File: src/rtl/qspi_reg_arb.sv
// qspi_reg_arb: two-port round-robin write arbiter that owns the QSPI
// controller configuration register bank (NREG = 2**AW registers of DW bits,
// reset to all ones), with a flattened register view and a registered read port.
//
// Handshake: a port raises mK_req with stable mK_addr/mK_wdata and holds them
// until it sees the one-cycle mK_gnt pulse; the write lands at the edge that
// ends the gnt cycle, and the port may drop or replace its request right after.
//
// Optional feature macro: QSPI_REG_ARB_LOCK_EN (port ownership lock). When it
// is undefined, m0_lock/m1_lock are ignored and arbitration is pure round robin.
module qspi_reg_arb #(
  parameter int DW = 32,
  parameter int AW = 3
) (
  input  logic                  clk,
  input  logic                  rst,
  input  logic                  m0_req,
  input  logic [AW-1:0]         m0_addr,
  input  logic [DW-1:0]         m0_wdata,
  input  logic                  m0_lock,
  output logic                  m0_gnt,
  input  logic                  m1_req,
  input  logic [AW-1:0]         m1_addr,
  input  logic [DW-1:0]         m1_wdata,
  input  logic                  m1_lock,
  output logic                  m1_gnt,
  input  logic [AW-1:0]         rd_addr,
  output logic [DW-1:0]         rd_data,
  output logic [(2**AW)*DW-1:0] reg_q,
  output logic                  busy
);
  localparam int NREG = 2**AW;

  logic            elig0, elig1;
  logic            sel0, sel1;
  logic            last;       // 1: port 1 was granted most recently
  logic            busy_next;
  logic [DW-1:0]   regs [NREG];
  logic [NREG-1:0] load_en;
  logic [DW-1:0]   wr_data;

`ifdef QSPI_REG_ARB_LOCK_EN
  logic own_vld, own_id, own_active, own_vld_next, own_id_next;
`else
  logic unused_lock;
  assign unused_lock = m0_lock | m1_lock;
`endif

  // Eligibility, round-robin pick and next ownership / busy.
  always_comb begin
    // A port is not eligible in its own gnt cycle so a held request is not
    // granted twice while the requester is about to deassert.
    elig0 = m0_req & ~m0_gnt;
    elig1 = m1_req & ~m1_gnt;
`ifdef QSPI_REG_ARB_LOCK_EN
    own_active = own_vld & (own_id ? m1_lock : m0_lock);
    if (own_active) begin
      if (own_id) elig0 = 1'b0;
      else        elig1 = 1'b0;
    end
`endif
    sel0 = elig0 & (~elig1 | last);
    sel1 = elig1 & (~elig0 | ~last);
`ifdef QSPI_REG_ARB_LOCK_EN
    // Ownership drops as soon as the owner's lock is seen low.
    own_vld_next = own_active;
    own_id_next  = own_id;
    if (sel0 & m0_lock) begin
      own_vld_next = 1'b1;
      own_id_next  = 1'b0;
    end else if (sel1 & m1_lock) begin
      own_vld_next = 1'b1;
      own_id_next  = 1'b1;
    end
    busy_next = sel0 | sel1 | own_vld_next;
`else
    busy_next = sel0 | sel1;
`endif
  end

  // Grant pulses, round-robin pointer and busy flag.
  always_ff @(posedge clk) begin
    if (rst) begin
      m0_gnt <= 1'b0;
      m1_gnt <= 1'b0;
      last   <= 1'b1;
      busy   <= 1'b0;
    end else begin
      m0_gnt <= sel0;
      m1_gnt <= sel1;
      busy   <= busy_next;
      if (sel0)      last <= 1'b0;
      else if (sel1) last <= 1'b1;
    end
  end

`ifdef QSPI_REG_ARB_LOCK_EN
  // Lock owner register.
  always_ff @(posedge clk) begin
    if (rst) begin
      own_vld <= 1'b0;
      own_id  <= 1'b0;
    end else begin
      own_vld <= own_vld_next;
      own_id  <= own_id_next;
    end
  end
`endif

  // Per-register load enables decoded from the granted port's held address.
  always_comb begin
    load_en = '0;
    for (int i = 0; i < NREG; i++) begin
      load_en[i] = (m0_gnt && (m0_addr == AW'(i))) ||
                   (m1_gnt && (m1_addr == AW'(i)));
    end
    wr_data = m1_gnt ? m1_wdata : m0_wdata;
  end

  // Register bank; reset wins over a write issued in the reset cycle.
  always_ff @(posedge clk) begin
    if (rst) begin
      for (int i = 0; i < NREG; i++) regs[i] <= '1;
    end else begin
      for (int i = 0; i < NREG; i++) begin
        if (load_en[i]) regs[i] <= wr_data;
      end
    end
  end

  // Registered read port; a same-cycle write returns the old value.
  always_ff @(posedge clk) begin
    if (rst) rd_data <= '1;
    else     rd_data <= regs[rd_addr];
  end

  for (genvar g = 0; g < NREG; g++) begin : g_flat
    assign reg_q[g*DW +: DW] = regs[g];
  end

endmodule
File: config.mk
export PLATFORM = sky130hd
export DESIGN_NAME = qspi_reg_arb
export DESIGN_NICKNAME = d
export VERILOG_FILES = /design/src/rtl/qspi_reg_arb.sv
export SDC_FILE = /design/constraint.sdc
export NUM_CORES = 1
export LEC_CHECK = 0
export ABC_CLOCK_PERIOD_IN_PS = 3490
export CAP_MARGIN = 10
export CORE_MARGIN = 5
export CORE_UTILIZATION = 40
export CTS_BUF_LIST = sky130_fd_sc_hd__clkbuf_2
export DETAILED_ROUTE_END_ITERATION = 16
export PLACE_DENSITY = 0.69
export RECOVER_POWER = 100
export SETUP_SLACK_MARGIN = 0.15
export SLEW_MARGIN = 20
export SYNTH_ARGS = -nofsm -noshare
export SYNTH_HDL_FRONTEND = slang
export SYNTH_SLANG_ARGS = --single-unit
File: constraint.sdc
create_clock -name clk -period 3.49 [get_ports clk]
set_input_delay 0.349 -clock clk [delete_from_list [all_inputs] [get_ports clk]]
set_output_delay 0.349 -clock clk [all_outputs]
set_load 0.03 [all_outputs]
Word level (Yosys, flattened, before mapping)

Memory sizes are Yosys's and may differ from the RTL's. A register that Yosys moved wholly into a read port is not among the register bits.
Index checks and enable logic that the tools add are counted.

Register bits after elaboration: 4
Bits in writable memories: 256
Bits of input ports: 79
Word-level logic and storage cells: 103
Memories: 1

Memory list:

| memory | depth | width | read ports | clocked after memory_dff | wr ports | line | RTL |
|---|---|---|---|---|---|---|---|
| regs   | 8     | 32    | 9          | 1                        | 8        | 38   | `logic [DW-1:0] regs [NREG];` |

Equality and inequality tests: 14
Mux-type cells: 37
Bitwise gates (word level): 20
Reductions and logical operators: 27

Operators with widths:

| cell                                                                   | number |
|---|---|
| 32-bit two-way mux                                                     | 9 |
| 1-bit two-way mux                                                      | 28 |
| 3-bit equality test (second input constant)                            | 8 |
| 1-bit logical AND                                                      | 16 |
| 3-bit by 2-bit equality test with 1-bit output (second input constant) | 4 |
| 1-bit OR                                                               | 11 |
| 1-bit logical OR                                                       | 8 |
| 3-bit by 1-bit equality test with 1-bit output (second input constant) | 2 |
| 3-bit zero test                                                        | 2 |
| 1-bit NOT                                                              | 5 |
| 1-bit bitwise AND                                                      | 4 |
| 2-bit nonzero test                                                     | 1 |

Logic depth before layout (Yosys ltp)

Gate-level depths: netlist of run 1.

Depth in word-level cells: 7
Gate-level depth with buffers: 5
Mapped depth without buffers: 3

Least setup slack after synthesis of run 1

No wires, ideal clock.

Path kind: register to register
Start: register m1_gnt
End: memory regs[7][0] (enable)
Setup time: 0.436 ns
Arrival: 2.506 ns
Required time: 3.054 ns
Slack: 0.548 ns
Stages on the path, launching flop included: 4
Buffers on the path: 1
Clock period less this slack: 2.942 ns
Path through: dfxtp_1 -> buf_4 -> nand2_2 -> o221ai_1

RTL lines:

| what                   | line | RTL |
|---|---|---|
| from (decl)            | 26   | `output logic m1_gnt,` |
| from (signal assigned) | 90   | `m1_gnt <= sel1;` |
| to (decl)              | 38   |  |

==> metrics.cfg, run 1 <==
[status]
status = finished, violations left
violations = max-capacitance violations, max-slew violations

[route]
firstDrtPassIters = 5
ant_nets = 0
vias = 9235
routed_wl_mm = 41.9
drcViolationCount = 0
wl_per_cell_um = 23.5
viasPerCell = 5.18
drtIter0Drc = 651

[timing]
tightestPinTransition_ps = 2370
layout_setup_ws_ps = 425
drv_slew = 206
fin_crit_sh_pct = 87.8
skew_ps = 88.7
max_freq_mhz = 326
relSlewSlack_pct = -57.9
finalSetupTns_ps = 0
hold_viol = 0
whs_ps = 183
rsz0062_at_grt = no
fin_crit_ps = 3070
setup_violations = 0

[synth]
syn_avg_cell_area_sq_um = 14.0
netlist_area_sq_mm = 0.0127
ys.flop_type = edfxtp_1
synth_fp_nets = 985
postSynthCellCount = 906
synth_warnings = 0
ys_ff_latch = 292
synth_edf_count = 256
async_flop_share_pct = 0
synth-seq-area-share_pct = 66.1
ys_types = 26

[layout]
fin_cells = 1784
finalInstanceArea_sq_mm = 0.0172
final_common_cell = dlygate4sd3_1
final_layout_size_suffix_gt1_share_pct = 11.3
syn_to_final_growth_pct = 35.3
nets = 1399
mostFrequentLayoutCells = 293 x dlygate4sd3_1, 256 x edfxtp_1, 196 x nand2_1, 128 x mux2i_1, 122 x clkbuf_2

[die]
top_level_ports = 370
rows = 65
die_h_um = 188
start_util_pct = 40.4
die_area_sq_mm = 0.0354
die_w_um = 188
core_sq_mm = 0.0315

[worst_hold_path]
hold_path_class = input port to flip-flop
min_from = m0_req
whs_path_depth = 3
min_to = m0_gnt$_SDFF_PP0_

[place]
dp.cells = 1641
dpl-instance-area_sq_mm = 0.0170
port_buffers = 367
dp_hpwl_mm = 28.7
place_ws_ps = 668
gp_congestion = 0.810

[global_route]
grt_pass1_vias = 9909
grt.total_usage_pct = 23.0
grt_pass1_wl_mm = 61.6
grt_max_degree = 56
overflow = 0
antenna_found_initial = 2

[critical_path]
end_kind = flip-flop
crit_arrival_ps = 3500
cp_max_fo = 32
required_ps = 3920
rr_worst_depth = 4
crit_path_start_kind = flip-flop
crit_type = flip-flop to flip-flop
r2r-end = regs[3][30]$_SDFFCE_PN1P_
r2r-start = m1_gnt$_SDFF_PP0_
ff2ff_setup_slack_ps = 420

[pwr]
leakage_nw = 5.25
vdd_drop_max_mv = 0.228
powerDensity_mw_per_mm2 = 422

[flow_run]
cap_violations = 7

[clock_tree]
cts-root-buf = clkbuf_2
insertion_delay_ps = 830
h-tree-depth = 3
path_clk_slew_ps = 110
cts_made_buffers = 77
clockBufferDepth = 3
cts_tree = yes
clkSinkCount = 292
post_cts_resized = 0

## kinds of logic after synthesis
group / Yosys count / synth area share, %
simple gates: 252 / 8.48
mux: 128 / 10.1
buf+inv: 96 / 3.81
flops: 292 / 66.1
compound gates: 138 / 11.5
## per-layer routing
layer  wire (um)  vias to the layer above  global-route usage [%]  part of all wire (%)
met5           0                        -                       0                     0
met2       20800                      435                    39.5                    50
li1            -                     4188                       -                     -
met1       16400                     4530                    28.2                    39
met4        1340                        0                    8.19                   3.2
met3        3390                       82                    5.72                   8.1
## final cells by class
cell class | count | area [sq um]
multi-input cells | 518 | 3480
diodes | 2 | 5.00
clock buffers | 120 | 601
fillers | 2700 | 14300
repair buffers | 397 | 3970
well taps | 402 | 503
inverters | 34 | 128
flip-flops and latches | 292 | 8410
clock inverters | 19 | 111
## synth_stat cells (2+ instances only)
cell type	n	share of area, %
a211oi_2	2	0.20
a211oi_4	30	4.7
a22o_1	64	4.4
and2_1	2	0.098
buf_2	27	1.1
buf_4	16	0.94
buf_6	4	0.35
clkbuf_1	15	0.44
dfxtp_1	36	5.7
edfxtp_1	256	60
inv_1	34	1.0
mux2i_1	128	10
nand2_1	195	5.8
nand2b_1	14	0.69
nor2_1	3	0.089
nor2b_1	34	1.7
nor3_1	2	0.079
o21ai_1	33	1.3
o221ai_1	2	0.14
o22ai_2	3	0.30
## power by group
part	leakage (nW)	internal [mW]	switching, mW
Sequential	2.27	3.91	0.0486
Combinational	2.44	0.335	0.615
Clock	0.543	0.983	1.38
## per-stage QoR
stage / total power, mW / utilization (%)
finish: 7.26 / 54.6
global route: 7.61 / 54.6
global placement: 5.09 / 53.9
detailed placement: 5.11 / 54.0
floorplan: 4.62 / -
CTS: 7.47 / 56.3
## worst max-delay path, stage by stage (launching register included)
cell      delay (ps)
dfxtp_1          430
nand2_1          210
o22ai_4          200
clkbuf_1        1700
nand2_1          150
## flip-flops by register name, indices dropped and copies added (netlist names)
register	flops
regs	256
rd_data	32
busy	1
last	1
m0_gnt	1
m1_gnt	1
## worst max path at each step
| stage | cells after the start | start | end |
|---|---|---|---|
| 2_1_floorplan | 3 | m1_gnt$_SDFF_PP0_ | regs[7][0]$_DFFE_PP_ |
| 3_3_place_gp | 4 | m1_addr[1] | regs[6][17]$_DFFE_PP_ |
| 3_5_place_dp | 4 | m1_addr[1] | regs[7][24]$_DFFE_PP_ |
| 4_1_cts | 2 | m1_gnt$_SDFF_PP0_ | m1_gnt |
| 5_1_grt | 4 | m1_gnt$_SDFF_PP0_ | regs[3][30]$_SDFFCE_PN1P_ |
| 6_report | 4 | m1_gnt$_SDFF_PP0_ | regs[3][30]$_SDFFCE_PN1P_ |
## repair_timing
action | 4_1_cts | 5_1_grt
endpoints found under the hold margin | 6 | 0
hold buffers | 1 | 0
buffers inserted | 0 | 0
(Power assumes the default switching activity.)
==> run 2: changes to the inputs <==
--- a/config.mk
+++ b/config.mk
@@ -8,10 +8,10 @@
 export ABC_CLOCK_PERIOD_IN_PS = 3490
 export CAP_MARGIN = 10
 export CORE_MARGIN = 5
-export CORE_UTILIZATION = 40
+export CORE_UTILIZATION = 46
 export CTS_BUF_LIST = sky130_fd_sc_hd__clkbuf_2
 export DETAILED_ROUTE_END_ITERATION = 16
-export PLACE_DENSITY = 0.69
+export PLACE_DENSITY = 0.78
 export RECOVER_POWER = 100
 export SETUP_SLACK_MARGIN = 0.15
 export SLEW_MARGIN = 20
==> run 2 against run 1 <==
Against the previous run: the flow still finishes with violations (max-capacitance violations, max-slew violations); die area is 12% lower; power is 1.8% higher; register-to-register slack worse by 60 ps; first-iteration DRC count is 32% higher; largest cell class unchanged; largest power group unchanged.
==> metrics.cfg, run 2 (synthesis gave the netlist of run 1 again) <==
[timing]
drv_slew = 92  ; was 206
skew_ps = 51.0  ; was 88.7 ps
max_freq_mhz = 320  ; was 326 MHz
layout_setup_ws_ps = 369  ; was 425 ps
tightestPinTransition_ps = 2690  ; was 2370 ps
fin_crit_ps = 3120  ; was 3070 ps
relSlewSlack_pct = -79.5  ; was -57.9%
whs_ps = 185  ; was 183 ps
finalSetupTns_ps = 0  ; unchanged
fin_crit_sh_pct = 89.4  ; was 87.8%
setup_violations = 0  ; unchanged
hold_viol = 0  ; unchanged
rsz0062_at_grt = no  ; unchanged

[route]
wl_per_cell_um = 23.4  ; was 23.5 um
drtIter0Drc = 858  ; was 651
drcViolationCount = 0  ; unchanged
ant_nets = 0  ; unchanged
viasPerCell = 5.37  ; was 5.18
routed_wl_mm = 40.8  ; was 41.9 mm
firstDrtPassIters = 5  ; unchanged
vias = 9375  ; was 9,235

[critical_path]
critPathSlowestCell = dlymetal6s2s_1  ; was clkbuf_1
cpLargestDelayFamily = buffers and inverters  ; unchanged
cp_max_fo = 19  ; was 32
end_kind = flip-flop  ; unchanged
slowest_delay_ps = 1110  ; was 1700 ps
path_cells = nand2b_1 > o22ai_4 > nand2b_1 > dlymetal6s2s_1  ; was nand2_1 > o22ai_4 > clkbuf_1 > nand2_1
crit_path_start_kind = flip-flop  ; unchanged
crit_path_frequent_cell = nand2b_1  ; was nand2_1
crit_type = flip-flop to flip-flop  ; unchanged
rr_worst_depth = 4  ; unchanged
r2r-end = regs[2][4]$_SDFFCE_PN1P_  ; was regs[3][30]$_SDFFCE_PN1P_
ff2ff_setup_slack_ps = 370  ; was 420 ps
required_ps = 3850  ; was 3920 ps
crit_arrival_ps = 3480  ; was 3500 ps
r2r-start = m1_gnt$_SDFF_PP0_  ; unchanged
path_buf_inv = 1  ; unchanged

[layout]
finalInstanceArea_sq_mm = 0.0171  ; was 0.0172 sq mm
largest-register = regs  ; unchanged
nFillCells = 2093  ; was 2,700
largest_reg_flops = 256  ; unchanged
final_layout_size_suffix_gt1_share_pct = 11.1  ; was 11.3%
syn_to_final_growth_pct = 34.6  ; was 35.3%
nets = 1393  ; was 1,399
register_area_sq_mm = 0.00841  ; unchanged
reg_top3 = regs x256, rd_data x32  ; unchanged
multi_input_area_sq_mm = 0.00345  ; was 0.00348 sq mm
mostFrequentLayoutCells = 292 x dlygate4sd3_1, 256 x edfxtp_1, 196 x nand2_1, 128 x mux2i_1, 117 x clkbuf_2  ; was 293 x dlygate4sd3_1, 256 x edfxtp_1, 196 x nand2_1, 128 x mux2i_1, 122 x clkbuf_2
final_util_pct = 63.1  ; was 54.6%
final_common_cell = dlygate4sd3_1  ; unchanged

[global_route]
grt_max_degree = 46  ; was 56
grt.total_usage_pct = 25.5  ; was 23.0%
antenna_found_initial = 2  ; unchanged
grt_pass1_wl_mm = 59.4  ; was 61.6 mm
grt-busiest-layer = met2  ; unchanged
grt_pass1_vias = 9715  ; was 9,909
grt_util_met1_pct = 30.9  ; was 28.2%
overflow = 0  ; unchanged
use_met3_pct = 7.67  ; was 5.72%
grtUsageMet2_pct = 42.7  ; was 39.5%

[die]
start_util_pct = 46.9  ; was 40.4%
die_area_sq_mm = 0.0311  ; was 0.0354 sq mm
die_w_um = 176  ; was 188 um
rows = 60  ; was 65
top_level_ports = 370  ; unchanged
core_sq_mm = 0.0271  ; was 0.0315 sq mm
die_h_um = 176  ; was 188 um

[worst_hold_path]
min_to = m0_gnt$_SDFF_PP0_  ; unchanged
min_from = m0_req  ; unchanged
whs_path_depth = 3  ; unchanged
hold_path_class = input port to flip-flop  ; unchanged

[place]
place_ws_ps = 894  ; was 668 ps
port_buffers = 367  ; unchanged
gp_congestion = 0.841  ; was 0.810
dpl-instance-area_sq_mm = 0.0169  ; was 0.0170 sq mm
dp_hpwl_mm = 27.6  ; was 28.7 mm

[pwr]
sequentialPowerShare_pct = 53.4  ; was 54.4%
power_frac_comb_pct = 12.6  ; was 13.1%
p_sw_mw = 2.02  ; was 2.04 mW
vdd_drop_max_mv = 0.249  ; was 0.228 mV
switching_share_pct = 27.3  ; was 28.1%
intPower_mw = 5.38  ; was 5.22 mW
leakage_nw = 5.26  ; was 5.25 nW
powerDensity_mw_per_mm2 = 432  ; was 422 mW/mm^2
pwr-share-clk_pct = 34.0  ; was 32.5%

[clock_tree]
cts_made_buffers = 74  ; was 77
insertion_delay_ps = 790  ; was 830 ps
cts_tree = yes  ; unchanged
cts-hold-fix-buffers = 0  ; was 1
cts-root-buf = clkbuf_2  ; unchanged
clockBufferDepth = 3  ; unchanged
post-cts-setup-buffers = 0  ; unchanged
clkSinkCount = 292  ; unchanged
path_clk_slew_ps = 90  ; was 110 ps
h-tree-depth = 3  ; unchanged
post_cts_resized = 0  ; unchanged

[status]
status = finished, violations left  ; unchanged
violations = max-capacitance violations, max-slew violations  ; unchanged

[flow_run]
cap_violations = 4  ; was 7

==> run 2: metal layers <==
| metal | part of all wire (%) | wire, um |
|---|---|---|
| met2 | 50 | 20400 |
| met4 | 3.1 | 1250 |
| met5 | 0.032 | 13 |
| met3 | 9.5 | 3870 |
| met1 | 37 | 15200 |
==> run 2: cell type report <==
cell class                      count  area share (%)
Sequential cell                   292            49.1
Timing Repair Buffer              394            22.8
Multi-Input combinational cell    518            20.2
Clock buffer                      113            3.31
Tap cell                          372            2.72
Clock inverter                     22            1.11
Inverter                           34           0.746
Antenna cell                        1          0.0146
==> run 2: how the worst max path moves through the flow <==
stage                      start                        end  depth (start not counted)
3_5_place_dp          m1_addr[0]      regs[6][14]$_DFFE_PP_                          5
5_1_grt        m1_gnt$_SDFF_PP0_  regs[2][17]$_SDFFCE_PN1P_                          4
3_3_place_gp          m1_addr[0]      regs[6][14]$_DFFE_PP_                          4
2_1_floorplan  m1_gnt$_SDFF_PP0_       regs[7][0]$_DFFE_PP_                          3
4_1_cts        m1_gnt$_SDFF_PP0_                     m1_gnt                          2
6_report       m1_gnt$_SDFF_PP0_   regs[2][4]$_SDFFCE_PN1P_                          4
==> run 2: stage by stage <==
| stage | power (mW) | cells |
|---|---|---|
| after floorplan | 4.62 | 906 |
| after global placement | 5.07 | 1609 |
| after detailed placement | 5.09 | 1610 |
| after CTS | 7.58 | 1745 |
| after global routing | 7.74 | 1746 |
| final | 7.40 | 1746 |
==> run 2: power by group through the flow <==
| stage | clock [mW] | sequential [mW] | combinational [mW] |
|---|---|---|---|
| after global routing | 2.79 | 3.97 | 0.980 |
| after CTS | 2.57 | 3.96 | 1.06 |
| final | 2.51 | 3.95 | 0.931 |
| after floorplan | 0 | 4.22 | 0.401 |
| after global placement | 0 | 4.03 | 1.04 |
| after detailed placement | 0 | 4.03 | 1.06 |
==> run 2: worst register-to-register path, cell delays in order, from the launching register on <==
cell and delay, ps:
dfxtp_1 430, nand2b_1 230, o22ai_4 230, nand2b_1 680, dlymetal6s2s_1 1120
==> run 3: changes to the inputs <==
--- a/config.mk
+++ b/config.mk
@@ -10,7 +10,9 @@
 export CORE_MARGIN = 5
 export CORE_UTILIZATION = 46
 export CTS_BUF_LIST = sky130_fd_sc_hd__clkbuf_2
+export CTS_CLUSTER_SIZE = 25
 export DETAILED_ROUTE_END_ITERATION = 16
+export MAX_ROUTING_LAYER = met4
 export PLACE_DENSITY = 0.78
 export RECOVER_POWER = 100
 export SETUP_SLACK_MARGIN = 0.15
==> run 3 against run 2 <==
Against the previous run: the run still ends with max-capacitance violations, max-slew violations left; first-iteration DRC count rose by 5.2%; setup slack lost 3.8 ps; final cell count hardly changed; hold slack got worse by 2.7 ps; wire length barely moved; via count up 0.20%; register-to-register slack about the same; non-clock buffer count unchanged; critical path type unchanged; largest power group unchanged.
==> metrics.cfg, run 3 (synthesis gave the netlist of run 1 again) <==
[status]
status = finished, violations left  ; unchanged
violations = max-capacitance violations, max-slew violations  ; unchanged

[clock_tree]
cts-hold-fix-buffers = 0  ; unchanged
cts_made_buffers = 74  ; unchanged
cts-root-buf = clkbuf_2  ; unchanged
path_clk_slew_ps = 90  ; about the same
cts_tree = yes  ; unchanged
post_cts_resized = 0  ; unchanged
post-cts-setup-buffers = 0  ; unchanged
h-tree-depth = 3  ; unchanged
insertion_delay_ps = 790  ; about the same
clockBufferDepth = 3  ; unchanged
clkSinkCount = 292  ; unchanged

[layout]
multi_input_area_sq_mm = 0.00345  ; unchanged
nets = 1393  ; unchanged
largest_reg_flops = 256  ; unchanged
nFillCells = 2090  ; was 2,093
register_area_sq_mm = 0.00841  ; unchanged
reg_top3 = regs x256, rd_data x32  ; unchanged
final_common_cell = dlygate4sd3_1  ; unchanged
final_layout_size_suffix_gt1_share_pct = 11.1  ; about the same
finalInstanceArea_sq_mm = 0.0171  ; about the same
fin_cells = 1747  ; was 1,746
syn_to_final_growth_pct = 34.7  ; was 34.6%
final_util_pct = 63.2  ; was 63.1%
largest-register = regs  ; unchanged
mostFrequentLayoutCells = 292 x dlygate4sd3_1, 256 x edfxtp_1, 196 x nand2_1, 128 x mux2i_1, 117 x clkbuf_2  ; unchanged

[global_route]
antenna_found_initial = 2  ; unchanged
grt_max_degree = 46  ; unchanged
grt.total_usage_pct = 26.3  ; was 25.5%
grt_pass1_vias = 9710  ; was 9,715
grt_pass1_wl_mm = 59.3  ; was 59.4 mm
overflow = 0  ; unchanged

[pwr]
switching_share_pct = 27.3  ; about the same
p_sw_mw = 2.02  ; about the same
leakage_nw = 5.26  ; about the same
intPower_mw = 5.38  ; about the same
powerDensity_mw_per_mm2 = 433  ; was 432 mW/mm^2
pwr-share-clk_pct = 34.0  ; about the same
vdd_drop_max_mv = 0.250  ; was 0.249 mV
power_frac_comb_pct = 12.6  ; about the same
sequentialPowerShare_pct = 53.4  ; about the same

[critical_path]
cp_max_fo = 14  ; was 19
crit_type = flip-flop to flip-flop  ; unchanged
path_buf_inv = 1  ; unchanged
ff2ff_setup_slack_ps = 370  ; about the same
rr_worst_depth = 3  ; was 4
cpLargestDelayFamily = compound AO/OA/AOI/OAI gates  ; was buffers and inverters
required_ps = 3920  ; was 3850 ps
slowest_delay_ps = 1550  ; was 1110 ps
crit_path_start_kind = flip-flop  ; unchanged
critPathSlowestCell = o221ai_1  ; was dlymetal6s2s_1
crit_arrival_ps = 3560  ; was 3480 ps
path_cells = nand2_1 > o221ai_1 > clkbuf_1  ; was nand2b_1 > o22ai_4 > nand2b_1 > dlymetal6s2s_1
end_kind = flip-flop  ; unchanged
r2r-end = regs[7][19]$_DFFE_PP_  ; was regs[2][4]$_SDFFCE_PN1P_
r2r-start = m0_gnt$_SDFF_PP0_  ; was m1_gnt$_SDFF_PP0_

[place]
dpl-instance-area_sq_mm = 0.0169  ; unchanged
port_buffers = 367  ; unchanged
gp_congestion = 0.854  ; was 0.841
dp.cells = 1610  ; unchanged
dp_hpwl_mm = 27.6  ; unchanged

[die]
die_w_um = 176  ; unchanged
die_h_um = 176  ; unchanged
start_util_pct = 46.9  ; unchanged
top_level_ports = 370  ; unchanged
core_sq_mm = 0.0271  ; unchanged
die_area_sq_mm = 0.0311  ; unchanged
rows = 60  ; unchanged

[route]
top_layer = met4  ; was met5
vias = 9394  ; was 9,375
dr_wl_met2_mm = 20.3  ; was 20.4 mm
wl_per_cell_um = 23.3  ; was 23.4 um
drcViolationCount = 0  ; unchanged
firstDrtPassIters = 5  ; unchanged
wl_met1_mm = 15.4  ; was 15.2 mm
drtIter0Drc = 903  ; was 858
met3WireLength_mm = 3.79  ; was 3.87 mm
viasPerCell = 5.38  ; was 5.37
routed_wl_mm = 40.8  ; about the same
ant_nets = 0  ; unchanged

[worst_hold_path]
min_to = m0_gnt$_SDFF_PP0_  ; unchanged
min_from = m0_req  ; unchanged
whs_path_depth = 3  ; unchanged
hold_path_class = input port to flip-flop  ; unchanged

[timing]
setup_violations = 0  ; unchanged
drv_slew = 92  ; unchanged
max_freq_mhz = 320  ; about the same
fin_crit_sh_pct = 89.5  ; was 89.4%
relSlewSlack_pct = -77.3  ; was -79.5%
tightestPinTransition_ps = 2660  ; was 2690 ps
skew_ps = 58.1  ; was 51.0 ps
rsz0062_at_grt = no  ; unchanged
fin_crit_ps = 3120  ; about the same
finalSetupTns_ps = 0  ; unchanged
hold_viol = 0  ; unchanged

[flow_run]
cap_violations = 4  ; unchanged

## run 3: cell count changes in the layout (fill, tap and decap cells not counted)
cell            delta
buf_12             +1
diode_2            +1
dlymetal6s2s_1     -1
## run 3: layout make-up
cell class | instances | area share, %
repair buffers | 394 | 22.8
clock buffers | 113 | 3.30
multi-input cells | 518 | 20.2
inverters | 34 | 0.745
diodes | 2 | 0.0292
well taps | 372 | 2.72
flip-flops and latches | 292 | 49.1
clock inverters | 22 | 1.11
## run 3: through the flow
| step | power (mW) | worst slack, ps | hold slack [ps] |
|---|---|---|---|
| 3_3_place_gp | 5.07 | 628 | 496 |
| 3_5_place_dp | 5.09 | 894 | 509 |
| 2_1_floorplan | 4.62 | 548 | 476 |
| 5_1_grt | 7.73 | 237 | 108 |
| 4_1_cts | 7.58 | 460 | 90.9 |
| 6_report | 7.41 | 365 | 182 |
## run 3: worst max-delay path by stage
stage	end	cells after the start	startpoint	slack [ps]
floorplan	regs[7][0]$_DFFE_PP_	3	m1_gnt$_SDFF_PP0_	550
global placement	regs[6][14]$_DFFE_PP_	4	m1_addr[0]	630
detailed placement	regs[6][14]$_DFFE_PP_	5	m1_addr[0]	890
CTS	m1_gnt	2	m1_gnt$_SDFF_PP0_	460
global route	regs[7][12]$_DFFE_PP_	3	m0_gnt$_SDFF_PP0_	240
finish	regs[7][19]$_DFFE_PP_	3	m0_gnt$_SDFF_PP0_	370
## run 3: worst register-to-register path: stages, from the launching register on
cell,delay [ps]
dfxtp_1,400
nand2_1,180
o221ai_1,1550
clkbuf_1,640
## run 3: layer usage
metal,GRT usage [%],vias to the layer above
met5,-,-
met4,10.8,0
met3,7.00,82
met2,42.7,561
met1,31.3,4573
li1,-,4178
## run 3: power groups by stage
| stage | Combinational (mW) | Sequential (mW) | Clock, mW |
|---|---|---|---|
| 2_1_floorplan | 0.401 | 4.22 | 0 |
| 3_5_place_dp | 1.06 | 4.03 | 0 |
| 3_3_place_gp | 1.04 | 4.03 | 0 |
| 4_1_cts | 1.06 | 3.96 | 2.57 |
| 5_1_grt | 0.982 | 3.97 | 2.79 |
| 6_report | 0.933 | 3.95 | 2.52 |
